**config.mk**
```make
export PLATFORM = sky130hd
export DESIGN_NAME = fifo_sync_ctrl
export DESIGN_NICKNAME = d
export VERILOG_FILES = /design/src/rtl/fifo_ctrl_pkg.sv /design/src/rtl/fifo_ptr_cnt.sv /design/src/rtl/fifo_sync_ctrl.sv
export SDC_FILE = /design/constraint.sdc
export NUM_CORES = 1
export LEC_CHECK = 0
export ABC_AREA = 1
export CAP_MARGIN = 10
export CORE_MARGIN = 1.5
export CORE_UTILIZATION = 35
export CTS_CLUSTER_SIZE = 16
export DETAILED_ROUTE_END_ITERATION = 6
export GPL_ROUTABILITY_DRIVEN = 0
export HOLD_SLACK_MARGIN = 0.15
export PLACE_DENSITY = 0.92
export SLEW_MARGIN = 10
export SYNTH_ARGS = -nofsm -noshare
export SYNTH_HDL_FRONTEND = slang
export SYNTH_HIERARCHICAL = 1
export SYNTH_SLANG_ARGS = --single-unit
```
**constraint.sdc**
```tcl
create_clock -name CLOCK -period 3.1 [get_ports CLOCK]
set_input_delay 0.775 -clock CLOCK [delete_from_list [all_inputs] [get_ports CLOCK]]
set_output_delay 0.775 -clock CLOCK [all_outputs]
set_load 0.02 [all_outputs]
```
**src/rtl/fifo_ctrl_pkg.sv**
```systemverilog
// ---------------------------------------------------------------------------
// fifo_ctrl_pkg
// Shared definitions for the single-clock FIFO controller slice.
//   cnt_width()     : width of the occupancy counter for a given address
//                     width (one extra bit so that a full FIFO, D entries,
//                     is representable next to an empty one).
//   ram_lat_legal() : the RAM wrapper supports only a non-pipelined
//                     (1 cycle) or pipelined (2 cycle) read path.
// ---------------------------------------------------------------------------
package fifo_ctrl_pkg;

  localparam int unsigned RAM_LAT_NONPIPE = 1;
  localparam int unsigned RAM_LAT_PIPE    = 2;

  function automatic int unsigned cnt_width(input int unsigned addr_w);
    return addr_w + 1;
  endfunction

  function automatic bit ram_lat_legal(input int unsigned lat);
    return (lat == RAM_LAT_NONPIPE) || (lat == RAM_LAT_PIPE);
  endfunction

endpackage

```
**src/rtl/fifo_ptr_cnt.sv**
```systemverilog
// ---------------------------------------------------------------------------
// fifo_ptr_cnt
// Wrapping ADDR_W-bit FIFO pointer. Advances by one on every enabled cycle
// and wraps from 2**ADDR_W-1 back to 0 through natural binary overflow.
//
// Ports
//   clk_i    in   rising-edge clock
//   rst_n_i  in   asynchronous active-low reset, pointer returns to 0
//   en_i     in   advance the pointer at the next edge
//   ptr_o    out  current pointer value
// ---------------------------------------------------------------------------
module fifo_ptr_cnt
  import fifo_ctrl_pkg::*;
#(
  parameter int unsigned ADDR_W = 7
) (
  input  logic              clk_i,
  input  logic              rst_n_i,
  input  logic              en_i,
  output logic [ADDR_W-1:0] ptr_o
);

  logic [ADDR_W-1:0] ptr_q;
  logic [ADDR_W-1:0] ptr_d;

  always_comb begin
    ptr_d = ptr_q;
    if (en_i) begin
      ptr_d = ptr_q + ADDR_W'(1);
    end
  end

  always_ff @(posedge clk_i or negedge rst_n_i) begin
    if (!rst_n_i) begin
      ptr_q <= '0;
    end else begin
      ptr_q <= ptr_d;
    end
  end

  assign ptr_o = ptr_q;

endmodule

```
**src/rtl/fifo_sync_ctrl.sv**
```systemverilog
// ---------------------------------------------------------------------------
// fifo_sync_ctrl
// Single-clock FIFO controller sitting between user logic and the LSRAM
// FIFO RAM wrapper (the wrapper itself is instantiated one level up).
// Owns the write/read pointers, occupancy count and status flags, gates the
// user strobes into RAM enables and delays accepted reads by the RAM read
// latency to produce a data-valid strobe.
//
// Parameters
//   WIDTH      data width (matches RAM wrapper RWIDTH/WWIDTH)
//   ADDR_W     address width, depth D = 2**ADDR_W
//   RAM_LAT    RAM read latency, 1 (non-pipelined) or 2 (pipelined)
//   AFULL_TH   AFULL when COUNT >= AFULL_TH
//   AEMPTY_TH  AEMPTY when COUNT <= AEMPTY_TH
//
// Ports
//   CLOCK, RESET_N           clock, asynchronous active-low reset
//   WE, WDATA                user write request and data
//   RE                       user read request
//   RDATA, DVLD              read data (from RAM) and its valid strobe
//   FULL, EMPTY, AFULL,
//   AEMPTY, COUNT            registered status, reflect accesses up to the
//                            previous edge
//   OVERFLOW, UNDERFLOW      one-cycle pulses for rejected accesses
//   RAM_WEN, RAM_WADDR,
//   RAM_WDATA                RAM write port
//   RAM_REN, RAM_RADDR,
//   RAM_RDATA                RAM read port
// ---------------------------------------------------------------------------
module fifo_sync_ctrl
  import fifo_ctrl_pkg::*;
#(
  parameter int unsigned WIDTH     = 32,
  parameter int unsigned ADDR_W    = 7,
  parameter int unsigned RAM_LAT   = 1,
  parameter int unsigned AFULL_TH  = 120,
  parameter int unsigned AEMPTY_TH = 8
) (
  input  logic              CLOCK,
  input  logic              RESET_N,
  input  logic              WE,
  input  logic [WIDTH-1:0]  WDATA,
  input  logic              RE,
  output logic [WIDTH-1:0]  RDATA,
  output logic              DVLD,
  output logic              FULL,
  output logic              EMPTY,
  output logic              AFULL,
  output logic              AEMPTY,
  output logic [ADDR_W:0]   COUNT,
  output logic              OVERFLOW,
  output logic              UNDERFLOW,
  output logic              RAM_WEN,
  output logic              RAM_REN,
  output logic [ADDR_W-1:0] RAM_WADDR,
  output logic [ADDR_W-1:0] RAM_RADDR,
  output logic [WIDTH-1:0]  RAM_WDATA,
  input  logic [WIDTH-1:0]  RAM_RDATA
);

  localparam int unsigned CW = cnt_width(ADDR_W);
  localparam logic [CW-1:0] DEPTH_C  = CW'(2 ** ADDR_W);
  localparam logic [CW-1:0] AFULL_C  = CW'(AFULL_TH);
  localparam logic [CW-1:0] AEMPTY_C = CW'(AEMPTY_TH);

  if (!ram_lat_legal(RAM_LAT)) begin : g_bad_ram_lat
    $error("fifo_sync_ctrl: RAM_LAT must be 1 or 2");
  end

  logic              wr_acc;
  logic              rd_acc;
  logic [ADDR_W-1:0] wptr;
  logic [ADDR_W-1:0] rptr;

  logic [CW-1:0]      count_q, count_d;
  logic               full_q, full_d;
  logic               empty_q, empty_d;
  logic               afull_q, afull_d;
  logic               aempty_q, aempty_d;
  logic               ovf_q, ovf_d;
  logic               unf_q, unf_d;
  logic [RAM_LAT-1:0] lat_q, lat_d;

  // RESET_N in the gate keeps the RAM idle while reset is held: FULL is 0
  // in reset and would otherwise let a write strobe through.
  assign wr_acc = WE & ~full_q  & RESET_N;
  assign rd_acc = RE & ~empty_q & RESET_N;

  fifo_ptr_cnt #(.ADDR_W(ADDR_W)) u_wptr (
    .clk_i   (CLOCK),
    .rst_n_i (RESET_N),
    .en_i    (wr_acc),
    .ptr_o   (wptr)
  );

  fifo_ptr_cnt #(.ADDR_W(ADDR_W)) u_rptr (
    .clk_i   (CLOCK),
    .rst_n_i (RESET_N),
    .en_i    (rd_acc),
    .ptr_o   (rptr)
  );

  always_comb begin
    count_d = count_q;
    unique case ({wr_acc, rd_acc})
      2'b10:   count_d = count_q + CW'(1);
      2'b01:   count_d = count_q - CW'(1);
      default: count_d = count_q;
    endcase

    // Flags are looked up from the next count so they are exact the cycle
    // after the access, with no extra lag.
    full_d   = (count_d == DEPTH_C);
    empty_d  = (count_d == '0);
    afull_d  = (count_d >= AFULL_C);
    aempty_d = (count_d <= AEMPTY_C);

    // A rejected access still reports even if the opposite side was accepted.
    ovf_d = WE & full_q;
    unf_d = RE & empty_q;

    // Shift accepted reads through RAM_LAT stages; bit 0 is the newest read.
    lat_d = RAM_LAT'({lat_q, rd_acc});
  end

  always_ff @(posedge CLOCK or negedge RESET_N) begin
    if (!RESET_N) begin
      count_q  <= '0;
      full_q   <= 1'b0;
      empty_q  <= 1'b1;
      afull_q  <= 1'b0;
      aempty_q <= 1'b1;
      ovf_q    <= 1'b0;
      unf_q    <= 1'b0;
      lat_q    <= '0;
    end else begin
      count_q  <= count_d;
      full_q   <= full_d;
      empty_q  <= empty_d;
      afull_q  <= afull_d;
      aempty_q <= aempty_d;
      ovf_q    <= ovf_d;
      unf_q    <= unf_d;
      lat_q    <= lat_d;
    end
  end

  assign RAM_WEN   = wr_acc;
  assign RAM_REN   = rd_acc;
  assign RAM_WADDR = wptr;
  assign RAM_RADDR = rptr;
  assign RAM_WDATA = WDATA;

  assign RDATA     = RAM_RDATA;
  assign DVLD      = lat_q[RAM_LAT-1];

  assign FULL      = full_q;
  assign EMPTY     = empty_q;
  assign AFULL     = afull_q;
  assign AEMPTY    = aempty_q;
  assign COUNT     = count_q;
  assign OVERFLOW  = ovf_q;
  assign UNDERFLOW = unf_q;

endmodule

```
==> Word level (Yosys, flattened, before mapping) <==
Index checks and enable logic that the tools add are counted.
{ "word_totals": {"reg_bits": 29, "input_bits": 68, "output_inout_bits": 95} }
{ "classes": {"n_addsub": 4, "reduce_logical": 1, "n_bitwise": 8, "n_mux": 1, "n_lt_le_gt_ge": 2, "n_eq_ne": 3} }
{ "op_table": {"columns": ["operator", "count"], "rows": [
  ["$pmux 8 s2", 1],
  ["$add 7x1->7 const B", 2],
  ["$add 8x1->8 const B", 1],
  ["$eq 8x8->1 const B", 1],
  ["$ge 8x7->1 const B", 1],
  ["$le 8x4->1 const B", 1],
  ["$logic_not 8->1", 1],
  ["$sub 8x1->8 const B", 1],
  ["$and 1x1->1", 6],
  ["$eq 2x1->1 const B", 1],
  ["$eq 2x2->1 const B", 1],
  ["$not 1->1", 2]
]} }

==> Logic depth before layout (Yosys ltp) <==
{ "logic_depth": {"ltp_word": 6, "ltp_mapped": 15} }

==> By module <==
Netlist, hierarchy kept.
{ "modules_own_cells": {"columns": ["mod", "area_each_um2", "n_inst", "seq_area_each_um2", "cells_each"], "rows": [
  ["fifo_sync_ctrl", 1536.5, 1, 377.9, 211],
  ["fifo_ptr_cnt", 334.1, 2, 175.2, 33]
]} }

==> Worst setup path before layout <==
OpenSTA, ideal clock, no wires.
{ "synth_timing": {"path_kind": "in2reg", "from": "input port RE", "to": "register afull_q (netlist: AFULL)", "required_time_ns": 2.983, "slack_ns": 0.171, "arrival_time_ns": 2.811, "stages": 13, "path_cell_list": "nand2_1 > nor2_1 > ha_1 > inv_1 > fa_1 > inv_1 > nand3_1 > nand3_1 > nand3_1 > nand2_1 > nor2_1 > nand3_1 > nand2_1"} }
{ "synth_via": {"elab_chain_cells": 5, "word_cells_on_any_way": 6} }
{ "synth_rtl": {"columns": ["item", "line", "text"], "rows": [
  ["start, declared", "fifo_sync_ctrl.sv:43", "input logic RE,"],
  ["$and 1x1->1 * (2 in series)", "fifo_sync_ctrl.sv:87", "assign rd_acc = RE & ~empty_q & RESET_N;"],
  ["named net RAM_REN", "fifo_sync_ctrl.sv:54", "output logic RAM_REN,"],
  ["$eq 2x1->1 / $eq 2x2->1 (equally long branches)", "fifo_sync_ctrl.sv:105", "unique case ({wr_acc, rd_acc})"],
  ["$pmux 8 s2 *", "fifo_sync_ctrl.sv:105", null],
  ["$ge 8x7->1 *", "fifo_sync_ctrl.sv:115", "afull_d = (count_d >= AFULL_C);"],
  ["named net afull_d", "fifo_sync_ctrl.sv:78", "logic afull_q, afull_d;"],
  ["end signal, assigned", "fifo_sync_ctrl.sv:140", "afull_q <= afull_d;"],
  ["end, declared", "fifo_sync_ctrl.sv:78", null]
]} }
Mark *: on every way through the listed nets, which the timed path passes. The rest lies on a longest branch.
A chain may end at the register's enable or synchronous reset.

==> Worst setup path in the final report <==
{ "layout_timing": {"from": "input port RESET_N", "to": "output port RAM_REN"} }
{ "layout_via": {"elab_chain_cells": 1} }
{ "layout_rtl": {"columns": ["item", "line", "text"], "rows": [
  ["start, declared", "fifo_sync_ctrl.sv:40", "input logic RESET_N,"],
  ["$and 1x1->1", "fifo_sync_ctrl.sv:87", null],
  ["end, declared", "fifo_sync_ctrl.sv:54", null]
]} }
No other way between the ends.

==> impl_metrics.json <==
{
  "max_stage_delay_ns": 0.55,
  "die_y_um": 82.4,
  "peakVddDrop_mv": 0.410,
  "endpoint_kind": "primary output",
  "yosys-top-cells-count": "65 x buf_4, 65 x nand2_1, 32 x inv_1, 27 x dfrtp_1, 21 x nand3_1",
  "ys_async_sr_fraction": 1.00,
  "portBuffers": 34,
  "path_max_fanout": 6,
  "clock-sinks": 29,
  "synth_area_leaders": "dfrtp_1 31%, buf_4 22%, nand2_1 11%, inv_1 5.4%, ha_1 5.1%",
  "period_needed_ns": 2.96,
  "drt-met1-wl_um": 1670,
  "synth_edf_count": 0,
  "grt_antenna_before_repair": 0,
  "coreArea_um2": 5990,
  "drc": 0,
  "drtAntennaViolNets": 0,
  "max_slew_margin": 0.823,
  "hold_depth": 2,
  "htree_levels": 2,
  "hold_viol_final": 0,
  "r2r_cells": 13,
  "grt_usage": 0.134,
  "wl_met2_um": 2060,
  "grt_pass1_wl_um": 6930,
  "tightest_slew_ns": 0.263,
  "startpoint_type": "input pin",
  "regArea_um2": 728,
  "ys_seq_elements": 29,
  "skew_ns": 0.00339,
  "drv_slew": 0,
  "grt_max_degree": 22,
  "io_pins": 163,
  "fin_util": 0.389,
  "hold_buffers": 0,
  "power_switching_mw": 0.955,
  "diodes": 0,
  "yosysSeqAreaShare": 0.330,
  "num_vias": 1554,
  "fin_nets": 338,
  "cp_cell_sequence": "clkdlybuf4s50_1, nand2_1, nor2_1, buf_4, dlygate4sd2_1",
  "finalWirelength_um": 4190,
  "grt_overflow": 0,
  "rsz0062_at_grt": "false",
  "fin_crit_sh": 0.954,
  "cts.clk_slew.worst_paths_ns": 0.06,
  "setup_viol": 0,
  "crit_slowest_cell": "clkdlybuf4s50_1",
  "start_util": 0.368,
  "clockBufferDepth": 2,
  "fillCellCount": 582,
  "post_drt_wl_per_cell_um": 12.5,
  "vias_per_cell": 4.63,
  "cts_tree": "done",
  "avgSynthCellArea_um2": 7.96,
  "p_per_area_nw_per_um2": 968,
  "routed.top_layer": "met4",
  "path_class": "in -> out",
  "worstPathArrival_ns": 2.18,
  "critPathRequiredTime_ns": 2.32,
  "drtIter0Drc": 63,
  "rows": 28,
  "seqPwrFrac": 0.300,
  "cts_buffers": 5,
  "synthCells": 277,
  "synth.top_cell.area_share": 0.306,
  "syn2layout_area_growth_pct": 5.68,
  "hold_path_class": "reg -> reg",
  "clk_latency_ns": 0.27,
  "total_power_mw": 2.25,
  "swShare": 0.423,
  "ys.flop_type": "dfrtp_1",
  "met3_length_um": 386,
  "timing.fmax_mhz": 338,
  "yosysTopAreaCell": "dfrtp_1",
  "p_int_mw": 1.30,
  "firstDrtPassIters": 4,
  "leakagePower_nw": 1.19,
  "grt_pass1_vias": 1553,
  "multi_input_area_um2": 862,
  "p_comb_frac": 0.526,
  "outcome": "completed",
  "synth_nets": 355,
  "cts_root_buffer": "clkbuf_8",
  "layout-drive-gt1-share": 0.157,
  "yosysWarnings": 6,
  "synthDistinctLibCells": 24,
  "post-dp-hpwl_um": 3310,
  "power_frac_clock": 0.175,
  "synthesis.area_um2": 2200,
  "max_cap_viol_count": 0,
  "die-area_um2": 6780,
  "die_x_um": 82.4
}
==> metal layers <==
layer / track usage / up-vias
met2: 0.220 / 62
li1: - / 746
met1: 0.152 / 725
met5: 0 / -
met4: 0.0729 / 0
met3: 0.0462 / 21
==> timing repair <==
action,CTS,global route
setup buffers,0,0
resized for setup,1,3
endpoints found under the setup margin,1,6
==> logic make-up after synthesis <==
logic type                 count (synthesis)  synth area share
muxes                                      2            0.0102
and+or+nand+nor                          122             0.264
DFF                                       29             0.330
xor gates and xnor gates                  10            0.0397
buffers and inverters                    100             0.284
AOI/OAI and AO/OA                          4            0.0108
adders and majority gates                 10            0.0602
==> critical path: cells and delay by family <==
| kind | cells | cell delay (ns) |
|---|---|---|
| AND/OR/NAND/NOR | 2 | 0.28 |
| buffers and inverters | 3 | 1.13 |
==> state kept, by name (all words and copies together) (netlist names) <==
signal / count
EMPTY: 1
UNDERFLOW: 1
FULL: 1
u_rptr/ptr_o: 7
u_wptr/ptr_o: 7
DVLD: 1
COUNT: 8
OVERFLOW: 1
AFULL: 1
AEMPTY: 1
==> cells in the final DEF (no fill, tap or decap) <==
master / count
xor2_1: 6
fa_1: 1
inv_1: 32
o21ai_1: 2
ha_4: 1
mux2_2: 2
nand3_1: 21
dlygate4sd2_1: 1
or2_1: 4
dfstp_2: 2
xnor2_1: 4
bufinv_16: 1
nand3_2: 3
inv_2: 2
ha_1: 8
a21oi_1: 1
nor2_4: 4
a21oi_2: 1
nand2_1: 65
clkbuf_8: 6
clkbuf_1: 1
buf_4: 8
dfrtp_1: 27
clkdlybuf4s50_1: 32
dlymetal6s2s_1: 1
nand4_1: 2
nand3b_1: 2
nor2_1: 10
nand2_2: 10
nor2_2: 1
==> final timing paths <==
check	from	end	slack [ns]
worst max-delay path	RESET_N	RAM_REN	0.14
worst min-delay path	EMPTY	UNDERFLOW	0.50
worst max register to register	FULL	AEMPTY	0.93
worst min register to register	EMPTY	UNDERFLOW	0.50
max in group asynchronous	RESET_N	u_rptr/ptr_o[1]	1.91
min in group asynchronous	RESET_N	COUNT[7]	0.91
==> final cells by class <==
type | count | area share
multi-input cells | 148 | 0.370
clock inverters | 1 | 0.0129
inverters | 34 | 0.0548
well taps | 75 | 0.0403
flip-flops and latches | 29 | 0.313
repair buffers | 42 | 0.172
clock buffers | 7 | 0.0371
==> metrics by stage <==
| step | hold slack (ns) | std cells | TNS, ns | area [µm²] | setup slack [ns] |
|---|---|---|---|---|---|
| floorplan | 0.479 | 277 | 0 | 2200 | 0.171 |
| global placement | 0.472 | 328 | -0.0323 | 2200 | -0.0222 |
| detailed placement | 0.482 | 328 | -0.699 | 2200 | -0.161 |
| CTS | 0.495 | 336 | 0 | 2310 | 0.0412 |
| global route | 0.501 | 336 | 0 | 2330 | 0.0220 |
| finish | 0.496 | 336 | 0 | 2330 | 0.142 |
==> power groups by stage <==
stage / sequential (mW) / combinational (mW) / clock, mW
finish: 0.676 / 1.18 / 0.394
global route: 0.698 / 1.31 / 0.426
CTS: 0.677 / 1.19 / 0.407
detailed placement: 0.680 / 1.18 / 0
global placement: 0.678 / 1.13 / 0
floorplan: 0.821 / 0.691 / 0
Note: power is estimated with default switching activity, not from simulation.
